--- src/rtl/muldiv_params.sv ---
// Shared types for the multiply/divide front end: data widths, operation codes and FSM states.
package muldiv_params;

  localparam int CPU_DATA_WIDTH = 32;
  localparam int MUL_CNT_WIDTH  = 3;

  typedef logic [CPU_DATA_WIDTH-1:0]   cpu_data_t;
  typedef logic [2*CPU_DATA_WIDTH-1:0] multiply_result_bus_t;

  typedef enum logic [2:0] {
    MULT  = 3'd0,
    MULTU = 3'd1,
    DIV   = 3'd2,
    DIVU  = 3'd3,
    MTHI  = 3'd4,
    MTLO  = 3'd5
  } muldiv_op_t;

  typedef enum logic [1:0] {
    IDLE     = 2'd0,
    MUL_WAIT = 2'd1,
    DIV_WAIT = 2'd2
  } muldiv_state_t;

endpackage

--- src/rtl/muldiv_hilo_unit.sv ---
// Execute-stage front end for the external multiplier/divider: launches operations,
// owns the architectural HI/LO registers and stalls the pipeline while a result is pending.
module muldiv_hilo_unit
  import muldiv_params::*;
#(
  parameter int MUL_LATENCY = 2
) (
  input  logic                 clock,
  input  logic                 reset,
  input  logic                 req_valid,
  input  muldiv_op_t           req_op,
  input  cpu_data_t            src_a,
  input  cpu_data_t            src_b,
  input  logic                 flush,
  output logic                 busy,
  output cpu_data_t            hi_value,
  output cpu_data_t            lo_value,
  output logic                 mul_valid,
  output logic                 mul_signed,
  output cpu_data_t            mul_a,
  output cpu_data_t            mul_b,
  input  multiply_result_bus_t mul_result,
  output logic                 div_start,
  output logic                 div_cancel,
  output logic                 div_signed,
  output cpu_data_t            div_dividend,
  output cpu_data_t            div_divisor,
  input  logic                 div_done,
  input  cpu_data_t            div_quotient,
  input  cpu_data_t            div_remainder
);

  muldiv_state_t            r_state, w_next_state;
  logic [MUL_CNT_WIDTH-1:0] r_count;
  logic                     r_launch, r_signed;
  cpu_data_t                r_op_a, r_op_b, r_hi, r_lo;

  logic      w_accept, w_launch, w_load_count, w_signed;
  logic      w_hi_we, w_lo_we, w_div_cancel;
  cpu_data_t w_hi_d, w_lo_d;

  assign w_accept = req_valid && (r_state == IDLE) && !flush;
  assign w_signed = (req_op == MULT) || (req_op == DIV);

  always_comb begin
    // NOTE: every output of this block gets a default first so no path can infer a latch.
    w_next_state = r_state;
    w_launch     = 1'b0;
    w_load_count = 1'b0;
    w_hi_we      = 1'b0;
    w_lo_we      = 1'b0;
    w_hi_d       = '0;
    w_lo_d       = '0;
    w_div_cancel = 1'b0;
    case (r_state)
      IDLE: begin
        if (w_accept) begin
          case (req_op)
            MULT, MULTU: begin
              w_next_state = MUL_WAIT;
              w_launch     = 1'b1;
              w_load_count = 1'b1;
            end
            DIV, DIVU: begin
              w_next_state = DIV_WAIT;
              w_launch     = 1'b1;
            end
            MTHI: begin
              w_hi_we = 1'b1;
              w_hi_d  = src_a;
            end
            MTLO: begin
              w_lo_we = 1'b1;
              w_lo_d  = src_a;
            end
            default: ;
          endcase
        end
      end
      MUL_WAIT: begin
        // Flush beats a product arriving in the same cycle.
        if (flush) begin
          w_next_state = IDLE;
        end else if (r_count == '0) begin
          w_hi_we      = 1'b1;
          w_lo_we      = 1'b1;
          w_hi_d       = mul_result[2*CPU_DATA_WIDTH-1:CPU_DATA_WIDTH];
          w_lo_d       = mul_result[CPU_DATA_WIDTH-1:0];
          w_next_state = IDLE;
        end
      end
      DIV_WAIT: begin
        if (flush) begin
          w_div_cancel = 1'b1;
          w_next_state = IDLE;
        end else if (div_done) begin
          w_hi_we      = 1'b1;
          w_lo_we      = 1'b1;
          w_hi_d       = div_remainder;
          w_lo_d       = div_quotient;
          w_next_state = IDLE;
        end
      end
      default: w_next_state = IDLE;
    endcase
  end

  // NOTE: sequential state uses non-blocking assignments so every flop samples pre-edge values.
  always_ff @(posedge clock or posedge reset) begin
    if (reset) begin
      r_state  <= IDLE;
      r_launch <= 1'b0;
    end else begin
      r_state  <= w_next_state;
      r_launch <= w_launch;
    end
  end

  always_ff @(posedge clock or posedge reset) begin
    if (reset) begin
      r_count <= '0;
    end else if (w_load_count) begin
      r_count <= MUL_CNT_WIDTH'(MUL_LATENCY);
    end else if ((r_state == MUL_WAIT) && (r_count != '0)) begin
      r_count <= r_count - MUL_CNT_WIDTH'(1);
    end
  end

  // Operands are shared by both units and held steady for the whole wait.
  always_ff @(posedge clock or posedge reset) begin
    if (reset) begin
      r_op_a   <= '0;
      r_op_b   <= '0;
      r_signed <= 1'b0;
    end else if (w_launch) begin
      r_op_a   <= src_a;
      r_op_b   <= src_b;
      r_signed <= w_signed;
    end
  end

  always_ff @(posedge clock or posedge reset) begin
    if (reset) begin
      r_hi <= '0;
      r_lo <= '0;
    end else begin
      if (w_hi_we) r_hi <= w_hi_d;
      if (w_lo_we) r_lo <= w_lo_d;
    end
  end

  assign busy         = (r_state != IDLE);
  assign hi_value     = r_hi;
  assign lo_value     = r_lo;
  assign mul_valid    = r_launch && (r_state == MUL_WAIT);
  assign mul_signed   = r_signed;
  assign mul_a        = r_op_a;
  assign mul_b        = r_op_b;
  assign div_start    = r_launch && (r_state == DIV_WAIT);
  assign div_cancel   = w_div_cancel;
  assign div_signed   = r_signed;
  assign div_dividend = r_op_a;
  assign div_divisor  = r_op_b;

endmodule

--- config.mk ---
export PLATFORM = sky130hd
export DESIGN_NAME = muldiv_hilo_unit
export DESIGN_NICKNAME = d
export VERILOG_FILES = /design/src/rtl/muldiv_params.sv /design/src/rtl/muldiv_hilo_unit.sv
export SDC_FILE = /design/constraint.sdc
export NUM_CORES = 1
export LEC_CHECK = 0
export ABC_AREA = 1
export CAP_MARGIN = 20
export CELL_PAD_IN_SITES_DETAIL_PLACEMENT = 1
export CELL_PAD_IN_SITES_GLOBAL_PLACEMENT = 1
export CORE_UTILIZATION = 29
export CTS_BUF_LIST = sky130_fd_sc_hd__clkbuf_4 sky130_fd_sc_hd__clkbuf_8 sky130_fd_sc_hd__clkbuf_16
export CTS_CLUSTER_DIAMETER = 60
export CTS_CLUSTER_SIZE = 10
export DETAILED_ROUTE_END_ITERATION = 12
export HOLD_SLACK_MARGIN = 0.12
export PLACE_DENSITY = 0.95
export SLEW_MARGIN = 10
export SYNTH_ARGS = -nofsm -noshare
export SYNTH_HDL_FRONTEND = slang
export SYNTH_SLANG_ARGS = --single-unit
--- constraint.sdc ---
create_clock -name clock -period 9.9 [get_ports clock]
set_input_delay 0.99 -clock clock [delete_from_list [all_inputs] [get_ports clock]]
set_output_delay 0.99 -clock clock [all_outputs]
set_load 0.02 [all_outputs]
Word level (Yosys, flattened, before mapping)
Index checks and enable logic that the tools add are counted.

Eq/ne operators: 11. Add/subtract/negate cells: 1. Reductions and logical operators: 17. Mux-type cells: 41.

Operators by type and width (number): $mux 32 (12); $pmux 32 s3 (2); $mux 1 (16); $mux 2 (5); $eq 3x2->1 const B (2); $eq 3x3->1 const B (2); $logic_not 3->1 (2); $mux 3 (2); $ne 3x3->1 const B (2); $pmux 1 s3 (2); $pmux 2 s3 (1); $logic_and 1x1->1 (5); $pmux 2 s2 (1); $reduce_and 4->1 (1); $reduce_bool 2->1 (2); $reduce_or 2->1 (2); $reduce_or 4->1 (1); $eq 3x1->1 const B (1); $ne 3x1->1 const B (1); $reduce_bool 3->1 (1); $sub 3x1->3 const B (1); $eq 2x1->1 const B (1); $eq 2x2->1 const B (1); $logic_not 2->1 (1); other kinds (3) (3).

Output and inout bits: 198. Input port bits: 200. Register bits after elaboration: 135. Logic and storage cells: 78.

Logic depth before layout (Yosys ltp)
Word-level depth: 6. Depth in mapped cells: 10. Gate-level depth less buffers: 9.

Worst setup path before layout
No wires, ideal clock.

Path type: input to output. Start: input port flush. End: output port div_cancel. Data arrival time: 1.688 ns. Path slack: 7.222 ns. Stages on the path: 4. Cells stage by stage: inv_2 -> clkbuf_1 -> buf_2 -> nor2_1.

Longest elaborated chain between the ends: 2.

RTL lines: from (decl) (line muldiv_hilo_unit.sv:14) `input logic flush,`; $mux 1 (line muldiv_hilo_unit.sv:93) `if (flush) begin`; $mux 1 (line muldiv_hilo_unit.sv:55) `case (r_state)`; to (decl) (line muldiv_hilo_unit.sv:24) `output logic div_cancel,`.

No other way between the ends.

Worst setup path after layout
Same ends and word-level chain as after synthesis.

==> metrics.md <==
| Metric | Value |
|---|---|
| Status | `complete, no violations` |
| Clock skew | `0.0183 ns` |
| Detailed Route Iter0 Violations | `512` |
| Placer Congestion | `0.825` |
| Most frequent cell after synthesis | `nand2_1` |
| Hold Buf Count CTS | `0` |
| RSZ-0062 raised after global routing | `no` |
| Port bufs | `about 400` |
| Final WL | `34500 microns` |
| Non-Filler Instances | `1653` |
| Worst Path Max Fanout | `20` |
| Register-to-Register Setup Slack | `7.33 ns` |
| Tmin final | `3.61 ns` |
| Setup violations, final | `0` |
| Post-CTS Setup Repair Bufs | `0` |
| CTS resizes | `0` |
| Wire per inst | `approximately 21 microns` |
| Max-capacitance violation count | `0` |
| Startpoint types | `input port` |
| FMAX | `roughly 280 MHz` |
| Number of synthesized flops with an enable pin | `0` |
| DR DRC count | `0` |
| Root Buffer | `clkbuf_16` |
| Final Hold Fails | `0` |
| Die span in y | `164 microns` |
| Seq cells post-synth | `135` |
| Commonest cells post-synth | `nand2_1, dfrtp_1, nand4_1, nor2_1, nand3_1` |
| Vias in the first global route | `approximately 9000` |
| Initial antenna violation count | `1` |
| RR Startpoint | `r_count[0]` |
| Worst R2R Path Depth | `7` |
| Antenna cells | `0` |
| Dpl cells | `approximately 1600` |
| Clk Latency, worst-skew pair | `0.42 ns` |
| Crit path capture type | `output port` |
| Worst hold path type | `flip-flop to flip-flop` |
| Max-slew violation count | `0` |
| DRT antenna net count | `0` |
| Post-route clock period utilization | `0.365` |
| Total Die Area | `26800 sq um` |
| Core area | `between 20000 and 30000 sq um` |
| Post-synthesis sequential area ratio | `0.445` |
| Worst Setup EP | `div_cancel` |
| Fillers | `3040` |
| FF-to-FF End | `lo_value[9]` |
| Yosys warns | `0` |
| Worst Path Arrival | `2.62 ns` |
| Top cells by area, synth | `dfrtp_1, nand2_1, nand4_1` |
| Ys async rst share | `1.00` |
| GRT overflow | `0` |
| Inserted Clock Buffers | `17` |
| GRT Util Overall | `0.257` |
| Syn avg cell area | `7.37 sq um` |
| Post-DP HPWL | `24400 microns` |
| Htree depth | `4` |
| Ports | `398` |
| PwrDens | `234 nW/um^2` |
| Post-synth top area share | `0.445` |
| NumNets Final | `1512` |
| Synth Flop Type | `dfrtp_1` |
| Layout area overhead | `55.9%` |
| Maximum number of pins on one net before global-route repair | `101` |
| Count of different cell masters after synthesis | `19` |
| Placement Rows | `58` |
| Global-route wire length before repair | `52000 microns` |
| Vias | `8510` |
| Cell Area, Synth | `7590 sq um` |
| Peak supply drop | `112 uV` |
| Slew @ Worst Pin | `1.02 ns` |
| Setup TNS | `0 ns` |
| Relative slew margins | `0.317` |
| CTS max path bufs | `2` |
| Synth Net Count | `1232` |
| Chip width | `164 microns` |
| Via/cell ratio | `5.15` |
| Total leakage power | `5.45 nW` |
| Reg clk slew, reported paths | `roughly 0.070 ns` |
| Post-Synthesis Cells | `1030` |
| Final Total Pwr | `2.77 mW` |
| Crit path from | `flush` |
| Yosys top cell by area | `dfrtp_1` |
| Clk sinks | `135` |
| Drt pass-1 iters | `5` |
| Share of cells above drive strength 1 | `0.0461` |
| Worst EP required | `8.91 ns` |
| CTS tree | `built` |
| Initial core utilization | `0.299` |
| CP Class | `input port to output port` |
==> logic make-up after synthesis <==
logic type                 share of synthesized area
AOI/OAI and AO/OA                             0.0231
adders and majority gates                    0.00329
buffers and inverters                          0.138
DFF                                            0.445
and+or+nand+nor                                0.391
==> critical path: stages <==
cell	delay [ns]
clkdlybuf4s50_1	0.59
inv_2	0.22
nor2_1	0.19
clkdlybuf4s50_1	0.63
==> per-stage QoR <==
stage | instance area [sq um] | worst slack (ns) | util | hold WS [ns]
final | 11800 | 6.29 | 0.466 | 0.500
after global routing | 11800 | 6.18 | 0.466 | 0.548
after CTS | 11800 | 6.04 | 0.465 | 0.507
after detailed placement | 11300 | 5.60 | 0.443 | 0.489
after global placement | 11300 | 5.86 | 0.443 | 0.485
after floorplan | 7590 | 5.30 | - | 0.482
==> area by class of cell <==
type                       count  area (sq um)  area share
multi-input combinational    695          3230       0.273
inverter                      54           208      0.0175
clock buffer                  20           454      0.0384
timing repair buffer         407          4060       0.343
clock inverter                12          95.1     0.00803
tap                          330           413      0.0349
sequential                   135          3380       0.285
==> power by group <==
group	internal, mW	switching [mW]
registers	0.745	0.153
clock network	0.336	0.269
logic	0.595	0.670
==> registers in the layout (all words and copies together) (netlist names) <==
| signal | count |
|---|---|
| div_dividend | 32 |
| div_divisor | 32 |
| r_launch | 1 |
| r_count | 3 |
| lo_value | 32 |
| div_signed | 1 |
| hi_value | 32 |
| r_state | 2 |
==> metal layers <==
metal	part of all wire	global-route usage
met3	0.073	0.0631
met5	0.00038	0
met2	0.50	0.451
met1	0.39	0.301
met4	0.028	0.0976
==> cells in the final DEF, fill, tap and decap left out, types with 3 or more instances in the layout <==
cell type and n:
nand3_1 92, clkinv_4 3, o21ai_0 15, inv_1 49, inv_6 4, clkinvlp_4 5, inv_2 4, nand2_1 277
buf_4 9, nor2_4 5, nor2_1 119, clkbuf_16 17, dfrtp_1 135, clkdlybuf4s50_1 395, nand4_1 129, nor3_1 29
o21ai_1 20
==> worst min-delay path by stage <==
stage	start	to	slack [ns]	depth (start not counted)
after floorplan	r_count[1]	r_count[1]	0.48	2
after global placement	div_divisor[16]	div_divisor[16]	0.48	2
after detailed placement	div_divisor[20]	div_divisor[20]	0.49	2
after CTS	div_divisor[20]	div_divisor[20]	0.51	2
after global routing	div_divisor[26]	div_divisor[26]	0.55	2
final	div_divisor[20]	div_divisor[20]	0.50	2
No activity file was read; power rests on OpenSTA's default activity.
